--- config.mk ---
export PLATFORM = sky130hd
export DESIGN_NAME = gf4_inv_arbiter
export DESIGN_NICKNAME = d
export VERILOG_FILES = /design/src/rtl/gf4_inv_arbiter.sv
export SDC_FILE = /design/constraint.sdc
export NUM_CORES = 1
export LEC_CHECK = 0
export BUFFER_PORTS_ARGS = -buffer_cell sky130_fd_sc_hd__buf_2
export CAP_MARGIN = 20
export CELL_PAD_IN_SITES_DETAIL_PLACEMENT = 0
export CELL_PAD_IN_SITES_GLOBAL_PLACEMENT = 2
export CORE_MARGIN = 2
export CORE_UTILIZATION = 32
export DETAILED_ROUTE_END_ITERATION = 8
export GPL_ROUTABILITY_DRIVEN = 1
export GPL_TIMING_DRIVEN = 0
export PLACE_DENSITY = 0.84
export SLEW_MARGIN = 0
export SYNTH_ARGS = -nofsm -noshare
export SYNTH_HDL_FRONTEND = slang
export SYNTH_SLANG_ARGS = --single-unit
--- constraint.sdc ---
create_clock -name clk -period 6.1 [get_ports clk]
set_input_delay 1.22 -clock clk [delete_from_list [all_inputs] [get_ports clk]]
set_output_delay 1.22 -clock clk [all_outputs]
set_load 0.03 [all_outputs]
--- src/rtl/gf4_inv_arbiter.sv ---
// gf4_inv_arbiter: one combinational GF((2^2)^2) nibble inverter shared by
// NUM_REQ requesters via round-robin arbitration. The datapath is a two-stage
// valid/ready pipeline: S1 holds the granted operand and S2 holds the result
// that drives the response port. Nibbles use the normal-basis encoding of the
// S-box datapath: the high pair holds the Z^4 coefficient and the low pair the
// Z coefficient. Each pair encodes an element of GF(4) as {W^2, W}.
module gf4_inv_arbiter #(
    parameter int NUM_REQ = 4,
    parameter int ID_W    = 2,
    parameter int CNT_W   = 16
) (
    input  logic                   clk,
    input  logic                   reset_n,
    input  logic                   flush,
    input  logic [NUM_REQ-1:0]     req_valid,
    input  logic [4*NUM_REQ-1:0]   req_data,
    output logic [NUM_REQ-1:0]     req_ready,
    output logic                   rsp_valid,
    output logic [3:0]             rsp_data,
    output logic [ID_W-1:0]        rsp_id,
    input  logic                   rsp_ready,
    output logic                   busy,
    output logic [CNT_W-1:0]       op_count
);

    // GF(4) multiply in the {W^2, W} normal basis.
    function automatic logic [1:0] gf4_mul(input logic [1:0] a, input logic [1:0] b);
        logic e;
        e = (a[1] ^ a[0]) & (b[1] ^ b[0]);
        return {(a[1] & b[1]) ^ e, (a[0] & b[0]) ^ e};
    endfunction

    // Squaring in a normal basis is a swap of the two coordinates; in GF(4)
    // squaring is also the multiplicative inverse.
    function automatic logic [1:0] gf4_sq(input logic [1:0] a);
        return {a[0], a[1]};
    endfunction

    // GF(16) inverse over GF(4), norm constant W^2. Zero maps to zero.
    function automatic logic [3:0] gf16_inv(input logic [3:0] x);
        logic [1:0] g1;
        logic [1:0] g0;
        logic [1:0] theta;
        logic [1:0] theta_inv;
        g1        = x[3:2];
        g0        = x[1:0];
        theta     = gf4_mul(gf4_sq(g1 ^ g0), 2'b10) ^ gf4_mul(g1, g0);
        theta_inv = gf4_sq(theta);
        return {gf4_mul(theta_inv, g0), gf4_mul(theta_inv, g1)};
    endfunction

    logic              s1_valid_r;
    logic [3:0]        s1_data_r;
    logic [ID_W-1:0]   s1_id_r;
    logic              s2_valid_r;
    logic [3:0]        s2_data_r;
    logic [ID_W-1:0]   s2_id_r;
    logic [ID_W-1:0]   rr_ptr_r;
    logic [CNT_W-1:0]  op_count_r;

    logic              adv2_s;
    logic              can_accept_s;
    logic              hi_found_s;
    logic [ID_W-1:0]   hi_idx_s;
    logic              lo_found_s;
    logic [ID_W-1:0]   lo_idx_s;
    logic              grant_found_s;
    logic [ID_W-1:0]   grant_idx_s;
    logic [3:0]        grant_data_s;
    logic              accept_s;
    logic [ID_W-1:0]   rr_next_s;
    logic              rsp_fire_s;
    logic [3:0]        inv_s;

    assign adv2_s       = s1_valid_r & (~s2_valid_r | rsp_ready);
    assign can_accept_s = ~s1_valid_r | adv2_s;
    assign rsp_fire_s   = s2_valid_r & rsp_ready;
    assign inv_s        = gf16_inv(s1_data_r);
    assign accept_s     = |(req_valid & req_ready);

    assign rsp_valid = s2_valid_r;
    assign rsp_data  = s2_data_r;
    assign rsp_id    = s2_id_r;
    assign busy      = s1_valid_r | s2_valid_r;
    assign op_count  = op_count_r;

    // Round-robin search: first valid index at or above rr_ptr, else the
    // lowest valid index (the wrapped part of the search).
    always_comb begin
        hi_found_s = 1'b0;
        hi_idx_s   = {ID_W{1'b0}};
        lo_found_s = 1'b0;
        lo_idx_s   = {ID_W{1'b0}};
        for (int i = 0; i < NUM_REQ; i++) begin
            if (req_valid[i] && !lo_found_s) begin
                lo_found_s = 1'b1;
                lo_idx_s   = ID_W'(i);
            end else begin
            end
            if (req_valid[i] && !hi_found_s && (ID_W'(i) >= rr_ptr_r)) begin
                hi_found_s = 1'b1;
                hi_idx_s   = ID_W'(i);
            end else begin
            end
        end
        grant_found_s = hi_found_s | lo_found_s;
        if (hi_found_s) begin
            grant_idx_s = hi_idx_s;
        end else begin
            grant_idx_s = lo_idx_s;
        end
    end

    // Operand mux and one-hot ready; held low during flush and reset so no
    // requester believes an operand was taken when it is being discarded.
    always_comb begin
        grant_data_s = 4'b0000;
        req_ready    = {NUM_REQ{1'b0}};
        for (int i = 0; i < NUM_REQ; i++) begin
            if (grant_idx_s == ID_W'(i)) begin
                grant_data_s = req_data[4*i +: 4];
                req_ready[i] = grant_found_s & can_accept_s & ~flush & reset_n;
            end else begin
            end
        end
    end

    // Pointer moves to the slot after the winner, wrapping at NUM_REQ.
    always_comb begin
        if (grant_idx_s == ID_W'(NUM_REQ - 1)) begin
            rr_next_s = {ID_W{1'b0}};
        end else begin
            rr_next_s = grant_idx_s + ID_W'(1);
        end
    end

    // Two-stage pipeline: S1 operand register, S2 result register.
    always_ff @(posedge clk) begin
        if (!reset_n) begin
            s1_valid_r <= 1'b0;
            s1_data_r  <= 4'b0000;
            s1_id_r    <= {ID_W{1'b0}};
            s2_valid_r <= 1'b0;
            s2_data_r  <= 4'b0000;
            s2_id_r    <= {ID_W{1'b0}};
        end else if (flush) begin
            s1_valid_r <= 1'b0;
            s2_valid_r <= 1'b0;
        end else begin
            if (accept_s) begin
                s1_valid_r <= 1'b1;
                s1_data_r  <= grant_data_s;
                s1_id_r    <= grant_idx_s;
            end else if (adv2_s) begin
                s1_valid_r <= 1'b0;
            end
            if (adv2_s) begin
                s2_valid_r <= 1'b1;
                s2_data_r  <= inv_s;
                s2_id_r    <= s1_id_r;
            end else if (rsp_fire_s) begin
                s2_valid_r <= 1'b0;
            end
        end
    end

    // Arbitration pointer and completed-response counter; both survive flush.
    always_ff @(posedge clk) begin
        if (!reset_n) begin
            rr_ptr_r   <= {ID_W{1'b0}};
            op_count_r <= {CNT_W{1'b0}};
        end else if (!flush) begin
            if (accept_s) begin
                rr_ptr_r <= rr_next_s;
            end
            if (rsp_fire_s) begin
                op_count_r <= op_count_r + CNT_W'(1);
            end
        end
    end

endmodule

==> flow_results.xml, run 1 <==
<?xml version="1.0" encoding="UTF-8"?>
<metrics>
  <group name="run_status">
    <metric name="run_status" unit="">complete, no violations</metric>
  </group>
  <group name="clock_network">
    <metric name="clk_pin_slew" unit="ps">70</metric>
    <metric name="cts-buffers-inserted" unit="">5</metric>
    <metric name="insertion_delay" unit="ps">280</metric>
    <metric name="cts.sinks" unit="">32</metric>
    <metric name="cts_hold_buffers" unit="">0</metric>
    <metric name="clock_path_buffers" unit="">2</metric>
    <metric name="clockRootBuffer" unit="">clkbuf_8</metric>
    <metric name="cts_tree" unit="">yes</metric>
    <metric name="cts.htree.levels" unit="">2</metric>
    <metric name="cts_resized" unit="">0</metric>
    <metric name="cts_setup_buffers" unit="">0</metric>
  </group>
  <group name="final_layout">
    <metric name="area_taken_by_multi_input_logic_gates" unit="mm^2">0.001117</metric>
    <metric name="final_design_area_no_fill" unit="mm^2">0.002270</metric>
    <metric name="filler_cell_count" unit="">580</metric>
    <metric name="layout.area.seq" unit="um^2">640.6</metric>
    <metric name="layout_common_cells" unit="">buf_2, dfxtp_1, a21oi_1</metric>
    <metric name="syn_to_final_growth" unit="%">23.74</metric>
    <metric name="n_antenna_cell" unit="">0</metric>
    <metric name="post_route_cells_drive_above_1_share" unit="">0.2426</metric>
    <metric name="mostFrequentLayoutCell" unit="">buf_2</metric>
    <metric name="net_count_reported_at_finish" unit="">302</metric>
  </group>
  <group name="routing">
    <metric name="mean_number_of_vias_per_cell" unit="">4.703</metric>
    <metric name="routedWlPerCell" unit="um">11.97</metric>
    <metric name="route.antenna.remaining_nets" unit="">0</metric>
    <metric name="drc" unit="">0</metric>
    <metric name="drt-pass1-iter-count" unit="">4</metric>
    <metric name="vias" unit="">1618</metric>
    <metric name="finalWirelength" unit="um">4117</metric>
    <metric name="detail_route.iter0.violations" unit="">47</metric>
  </group>
  <group name="logic_synthesis">
    <metric name="post_synth_inst_count" unit="">213</metric>
    <metric name="synth.cell_area" unit="mm^2">0.001834</metric>
    <metric name="dominant_register_cell_in_the_synthesized_netlist" unit="">dfxtp_1</metric>
    <metric name="syn-num-nets" unit="">244</metric>
    <metric name="ys_ff_latch" unit="">32</metric>
    <metric name="yosysSeqAreaShare" unit="">0.3492</metric>
    <metric name="yosysWarnings" unit="">0</metric>
    <metric name="synth_async_sr_flop_share" unit="">0</metric>
    <metric name="ys_types" unit="">38</metric>
    <metric name="post_synth.cell_area_avg" unit="um^2">8.612</metric>
    <metric name="synth_edf_count" unit="">0</metric>
  </group>
  <group name="sta">
    <metric name="relSlewSlack" unit="">0.5957</metric>
    <metric name="tightest_slew" unit="ps">603.8</metric>
    <metric name="fin_crit_share" unit="">0.6909</metric>
    <metric name="rsz0062_at_grt" unit="">false</metric>
    <metric name="finalHoldViolations" unit="">0</metric>
    <metric name="timing.final.ws_setup" unit="ps">1886</metric>
    <metric name="post-route-min-period" unit="ps">4214</metric>
    <metric name="upper_clock_frequency_limit" unit="MHz">237.3</metric>
    <metric name="setup_total_negative_slack" unit="ps">0</metric>
    <metric name="slew_viol_final" unit="">0</metric>
    <metric name="clock-skew-final" unit="ps">5.191</metric>
    <metric name="setup_viol" unit="">0</metric>
  </group>
  <group name="placed_design">
    <metric name="postPlaceCellArea" unit="mm^2">0.002180</metric>
    <metric name="place.detailed.hpwl" unit="um">3121</metric>
    <metric name="dp_worst_setup_slack" unit="ps">1857</metric>
    <metric name="gp_congestion" unit="">0.7322</metric>
    <metric name="place.port_buffers" unit="">51</metric>
  </group>
  <group name="setup_path">
    <metric name="crit_slowest_cell" unit="">a211oi_1</metric>
    <metric name="critical_path.max_stage_delay" unit="ps">470</metric>
    <metric name="setup.worst_path.class" unit="">in -&gt; out</metric>
    <metric name="critical_path.startpoint_type" unit="">primary input</metric>
    <metric name="crit_chain" unit="">buf_2, a22o_1, a211oi_1, ha_1, buf_1, and2_1, buf_2</metric>
    <metric name="r2r-start" unit="">rr_ptr_r[0]$_SDFFE_PN0P_</metric>
    <metric name="critical_path.most_common_cell" unit="">buf_2</metric>
    <metric name="cp.required" unit="ps">4880</metric>
    <metric name="end_kind" unit="">output pin</metric>
    <metric name="timing.critical_path.from" unit="">req_valid[2]</metric>
    <metric name="critical-path-top-delay-family" unit="">compound AO/OA/AOI/OAI gates</metric>
    <metric name="crit_buf_inv" unit="">3</metric>
    <metric name="arrival" unit="ps">2990</metric>
    <metric name="worst-path-max-fanout" unit="">10</metric>
  </group>
  <group name="min_path">
    <metric name="hold_start" unit="">s1_id_r[0]$_SDFFE_PN0P_</metric>
    <metric name="hp-class" unit="">reg -&gt; reg</metric>
  </group>
  <group name="power_and_ir_drop">
    <metric name="max_rail_drop_vdd" unit="mV">0.09210</metric>
    <metric name="p_leak" unit="nW">0.9896</metric>
    <metric name="power_per_cell_area" unit="mW/mm^2">206.1</metric>
  </group>
  <group name="floorplan">
    <metric name="io_pins" unit="">52</metric>
    <metric name="core_area" unit="mm^2">0.005507</metric>
    <metric name="die_height" unit="um">79.71</metric>
    <metric name="die_width" unit="um">79.71</metric>
    <metric name="fp.dieArea" unit="mm^2">0.006354</metric>
    <metric name="rows" unit="">27</metric>
    <metric name="initial_core_util" unit="">0.3331</metric>
  </group>
  <group name="global_routing">
    <metric name="antenna_violations_before_repair" unit="">0</metric>
    <metric name="first_global_vias" unit="">1544</metric>
    <metric name="grt_pass1_wl" unit="um">7141</metric>
    <metric name="grt_max_degree" unit="">11</metric>
    <metric name="total_grt_usage" unit="">0.1419</metric>
    <metric name="gr-total-overflow" unit="">0</metric>
  </group>
  <group name="job">
    <metric name="maxCapViolCount" unit="">0</metric>
  </group>
</metrics>
[worst reg2reg max path: stages (launching register included)]
cell      delay [ps]
dfxtp_1          360
inv_1             60
a22o_1           200
a211oi_1         470
inv_1            130
ha_1             220
clkbuf_1         220
a22oi_1          320
a21boi_4         130
buf_4            190
o21ai_0          180
a21oi_1           60
[Yosys cell counts, types with 2 or more instances]
library cell  instances  share of area
dfxtp_1              32           0.35
a21oi_1              21          0.057
o21ai_0              18          0.049
xnor2_1              18          0.086
and2_1               16          0.055
nand2_1              11          0.023
inv_1                10          0.020
nor2_1                9          0.018
ha_1                  7          0.048
a22oi_1               6          0.025
nand2b_1              6          0.020
clkbuf_1              5          0.010
mux2i_1               5          0.027
nand4_1               5          0.017
nor2b_1               5          0.017
or3_1                 5          0.017
nand3_1               4          0.011
a21boi_0              3          0.012
xor2_1                3          0.014
a21boi_2              2          0.012
and3_1                2         0.0068
buf_1                 2         0.0041
o211ai_1              2         0.0082
o31ai_1               2         0.0082
[final timing paths]
| kind | to | slack [ps] | depth (start not counted) |
|---|---|---|---|
| max | req_ready[3] | 1890 | 7 |
| min | s1_id_r[0]$_SDFFE_PN0P_ | 500 | 2 |
| max reg2reg | s1_data_r[2]$_SDFFE_PN0P_ | 3450 | 11 |
| min reg2reg | s1_id_r[0]$_SDFFE_PN0P_ | 500 | 2 |
[layer usage]
layer	global-route usage	up-vias	wire length (um)
li1	-	853	-
met1	0.1850	708	2038
met2	0.2252	52	1761
met3	0.03959	5	266
met4	0.04655	0	51
met5	0	-	0
[logic make-up (layout without fill, tap and decap cells)]
group | Yosys count | count (layout) | share of synthesized area
muxes | 5 | 5 | 0.02729
buffers and inverters | 19 | 78 | 0.04161
xor gates and xnor gates | 22 | 22 | 0.1132
adders and majority gates | 7 | 7 | 0.04775
and+or+nand+nor | 68 | 68 | 0.2121
AOI/OAI and AO/OA | 60 | 60 | 0.2087
DFF | 32 | 32 | 0.3492
[registers in the layout, summed over array words and instances, names as in the netlist]
signal      count
s1_valid_r      1
op_count       16
rsp_valid       1
s1_id_r         2
rsp_id          2
rr_ptr_r        2
rsp_data        4
s1_data_r       4
[through the flow]
stage | hold slack [ps] | util | total power, mW | std cells
floorplan | 456.1 | - | 0.2808 | 213
global placement | 469.2 | 0.3958 | 0.3046 | 336
detailed placement | 481.3 | 0.3958 | 0.3056 | 336
CTS | 495.0 | 0.4122 | 0.4746 | 344
global route | 518.4 | 0.4122 | 0.4992 | 344
finish | 500.4 | 0.4122 | 0.4678 | 344
[report_power, final]
part / leakage, nW / switching, mW / internal [mW]
clock network: 0.0455 / 0.0756 / 0.0920
registers: 0.258 / 0.00462 / 0.213
logic: 0.686 / 0.0467 / 0.0362
[final cells by class]
cell class,instances,area share
Sequential cell,32,0.2822
Clock buffer,8,0.03969
Multi-Input combinational cell,162,0.4923
Buffer,9,0.01709
Inverter,10,0.01654
Timing Repair Buffer,51,0.1125
Tap cell,72,0.03969
(Power assumes the default switching activity.)
==> inputs of run 2 (changes only) <==
- CORE_UTILIZATION: 32 -> 30
- PLACE_DENSITY: 0.84 -> 0.79
- clock period: 6.1 -> 4 ns (I/O delays scaled with it)
==> run 2 against run 1 <==
  * First-iteration DRC count up 2.1%
  * Setup slack worse by 1300 ps
  * Non-clock buffer count unchanged
  * Cell area up 1.8%
  * Flip-flop and latch count unchanged
  * Clock skew up 6.2 ps
  * Sequential share of layout area down 0.49 points
  * Die area up 6.3%
  * Sequential power up 53%
  * Largest power group is now the clock network
  * Power up 71%
==> flow_results.xml, run 2 (synthesized netlist as in run 1, its figures left out) <==
<?xml version="1.0" encoding="UTF-8"?>
<metrics>
  <group name="final_layout">
    <metric name="post_route_cells_drive_above_1_share" unit="">0.2500</metric>
    <metric name="mostFrequentLayoutCell" unit="">buf_2</metric>
    <metric name="max_ffs_per_register" unit="">16</metric>
    <metric name="layout_common_cells" unit="">buf_2, dfxtp_1, a21oi_1</metric>
    <metric name="syn_to_final_growth" unit="%">25.92</metric>
    <metric name="filler_cell_count" unit="">629</metric>
    <metric name="n_antenna_cell" unit="">0</metric>
    <metric name="net_count_reported_at_finish" unit="">302</metric>
  </group>
  <group name="routing">
    <metric name="finalWirelength" unit="um">4116</metric>
    <metric name="drt-pass1-iter-count" unit="">4</metric>
    <metric name="drc" unit="">0</metric>
    <metric name="vias" unit="">1587</metric>
    <metric name="routedWlPerCell" unit="um">11.86</metric>
    <metric name="mean_number_of_vias_per_cell" unit="">4.573</metric>
    <metric name="route.antenna.remaining_nets" unit="">0</metric>
    <metric name="detail_route.iter0.violations" unit="">48</metric>
  </group>
  <group name="setup_path">
    <metric name="end_kind" unit="">output pin</metric>
    <metric name="critical_path.startpoint_type" unit="">primary input</metric>
    <metric name="arrival" unit="ps">2610</metric>
    <metric name="crit_chain" unit="">buf_2, a22o_1, a211oi_1, ha_1, buf_1, and2_1, buf_2</metric>
    <metric name="worst-path-max-fanout" unit="">10</metric>
    <metric name="setup.worst_path.class" unit="">in -&gt; out</metric>
    <metric name="crit_slowest_cell" unit="">a211oi_1</metric>
    <metric name="crit_buf_inv" unit="">3</metric>
    <metric name="critical_path.max_stage_delay" unit="ps">510</metric>
    <metric name="cp.required" unit="ps">3200</metric>
    <metric name="critical_path.most_common_cell" unit="">buf_2</metric>
    <metric name="critical-path-top-delay-family" unit="">compound AO/OA/AOI/OAI gates</metric>
  </group>
  <group name="floorplan">
    <metric name="die_width" unit="um">82.20</metric>
    <metric name="rows" unit="">28</metric>
    <metric name="io_pins" unit="">52</metric>
    <metric name="fp.dieArea" unit="mm^2">0.006756</metric>
    <metric name="initial_core_util" unit="">0.3098</metric>
    <metric name="die_height" unit="um">82.20</metric>
    <metric name="core_area" unit="mm^2">0.005921</metric>
  </group>
  <group name="sta">
    <metric name="clock-skew-final" unit="ps">11.41</metric>
    <metric name="tightest_slew" unit="ps">646.3</metric>
    <metric name="slew_viol_final" unit="">0</metric>
    <metric name="setup_total_negative_slack" unit="ps">0</metric>
    <metric name="relSlewSlack" unit="">0.5673</metric>
    <metric name="upper_clock_frequency_limit" unit="MHz">293.0</metric>
    <metric name="timing.final.ws_setup" unit="ps">586.9</metric>
    <metric name="fin_crit_share" unit="">0.8533</metric>
    <metric name="finalHoldViolations" unit="">0</metric>
    <metric name="rsz0062_at_grt" unit="">false</metric>
    <metric name="post-route-min-period" unit="ps">3413</metric>
    <metric name="setup_viol" unit="">0</metric>
  </group>
  <group name="placed_design">
    <metric name="gp_congestion" unit="">0.7599</metric>
    <metric name="place.port_buffers" unit="">51</metric>
    <metric name="dp_worst_setup_slack" unit="ps">585.1</metric>
    <metric name="place.detailed.hpwl" unit="um">3162</metric>
  </group>
  <group name="power_and_ir_drop">
    <metric name="netSwitchingPower" unit="mW">0.2010</metric>
    <metric name="internal_power" unit="mW">0.5993</metric>
    <metric name="max_rail_drop_vdd" unit="mV">0.1350</metric>
    <metric name="power_frac_clock" unit="">0.429</metric>
    <metric name="p_comb_frac" unit="">0.157</metric>
    <metric name="pwr-share-seq" unit="">0.414</metric>
    <metric name="power_per_cell_area" unit="mW/mm^2">346.5</metric>
    <metric name="p_leak" unit="nW">1.009</metric>
    <metric name="swShare" unit="">0.2512</metric>
  </group>
  <group name="clock_network">
    <metric name="cts_tree" unit="">yes</metric>
    <metric name="clk_pin_slew" unit="ps">60</metric>
    <metric name="cts_resized" unit="">0</metric>
    <metric name="cts-buffers-inserted" unit="">5</metric>
    <metric name="cts.htree.levels" unit="">2</metric>
    <metric name="insertion_delay" unit="ps">290</metric>
    <metric name="clockRootBuffer" unit="">clkbuf_8</metric>
    <metric name="cts_hold_buffers" unit="">0</metric>
    <metric name="cts.sinks" unit="">32</metric>
    <metric name="cts_setup_buffers" unit="">0</metric>
    <metric name="clock_path_buffers" unit="">2</metric>
  </group>
  <group name="global_routing">
    <metric name="antenna_violations_before_repair" unit="">0</metric>
    <metric name="grt_pass1_wl" unit="um">6969</metric>
    <metric name="first_global_vias" unit="">1523</metric>
    <metric name="grt_max_degree" unit="">11</metric>
    <metric name="gr-total-overflow" unit="">0</metric>
    <metric name="total_grt_usage" unit="">0.1333</metric>
  </group>
  <group name="run_status">
    <metric name="run_status" unit="">complete, no violations</metric>
  </group>
  <group name="min_path">
    <metric name="hp-class" unit="">reg -&gt; reg</metric>
  </group>
  <group name="job">
    <metric name="maxCapViolCount" unit="">0</metric>
  </group>
</metrics>
run 2: routing by layer:
metal  wire length, um  part of all wire  GRT usage  up-vias
met4                46             0.011    0.04500        0
met2              1717              0.42     0.2048       48
met1              2055              0.50     0.1763      676
li1                  -                 -          -      858
met3               296             0.072    0.04130        5
met5                 0                 0          0        -
run 2: worst register-to-register path, cell delays in order (launching register included):
cell,delay [ps]
dfxtp_1,360
inv_1,60
a22o_1,200
a211oi_1,510
inv_1,140
ha_1,220
clkbuf_1,220
a22oi_1,310
a21boi_4,130
buf_4,190
o21ai_0,170
a21oi_1,50
run 2: area by class of cell:
type	count	area, um^2	area share
clock buffers	7	96.34	0.04171
plain buffers	9	38.79	0.01679
multi-input cells	162	1117	0.4837
inverters	10	37.54	0.01625
clock inverters	1	30.03	0.01300
flip-flops and latches	32	640.6	0.2774
well taps	75	93.84	0.04063
repair buffers	51	255.2	0.1105
run 2: path summary, 6_finish.rpt:
check             slack, ps  cells past startpoint                     start                   endpoint
setup / recovery        590                      7              req_valid[2]               req_ready[3]
hold / removal          490                      2   s1_id_r[0]$_SDFFE_PN0P_    s1_id_r[0]$_SDFFE_PN0P_
setup reg to reg       1350                     11  rr_ptr_r[0]$_SDFFE_PN0P_  s1_data_r[0]$_SDFFE_PN0P_
hold reg to reg         490                      2   s1_id_r[0]$_SDFFE_PN0P_    s1_id_r[0]$_SDFFE_PN0P_
run 2: power by group through the flow:
stage	Clock, mW	Combinational, mW	Sequential, mW
after floorplan	0	0.0903	0.338
after global placement	0	0.127	0.339
after detailed placement	0	0.127	0.338
after CTS	0.354	0.127	0.331
after global routing	0.369	0.145	0.332
final	0.343	0.126	0.331
run 2: through the flow:
step                        util  hold WS [ps]  total power, mW  instance area, um^2  instances
final                     0.3901         487.1           0.8003                 2310        347
after global placement    0.3688         474.5           0.4655                 2183        339
after floorplan                -         456.1           0.4283                 1834        213
after global routing      0.3901         523.9           0.8457                 2310        347
after detailed placement  0.3688         479.3           0.4651                 2183        339
after CTS                 0.3901         495.3           0.8126                 2310        347
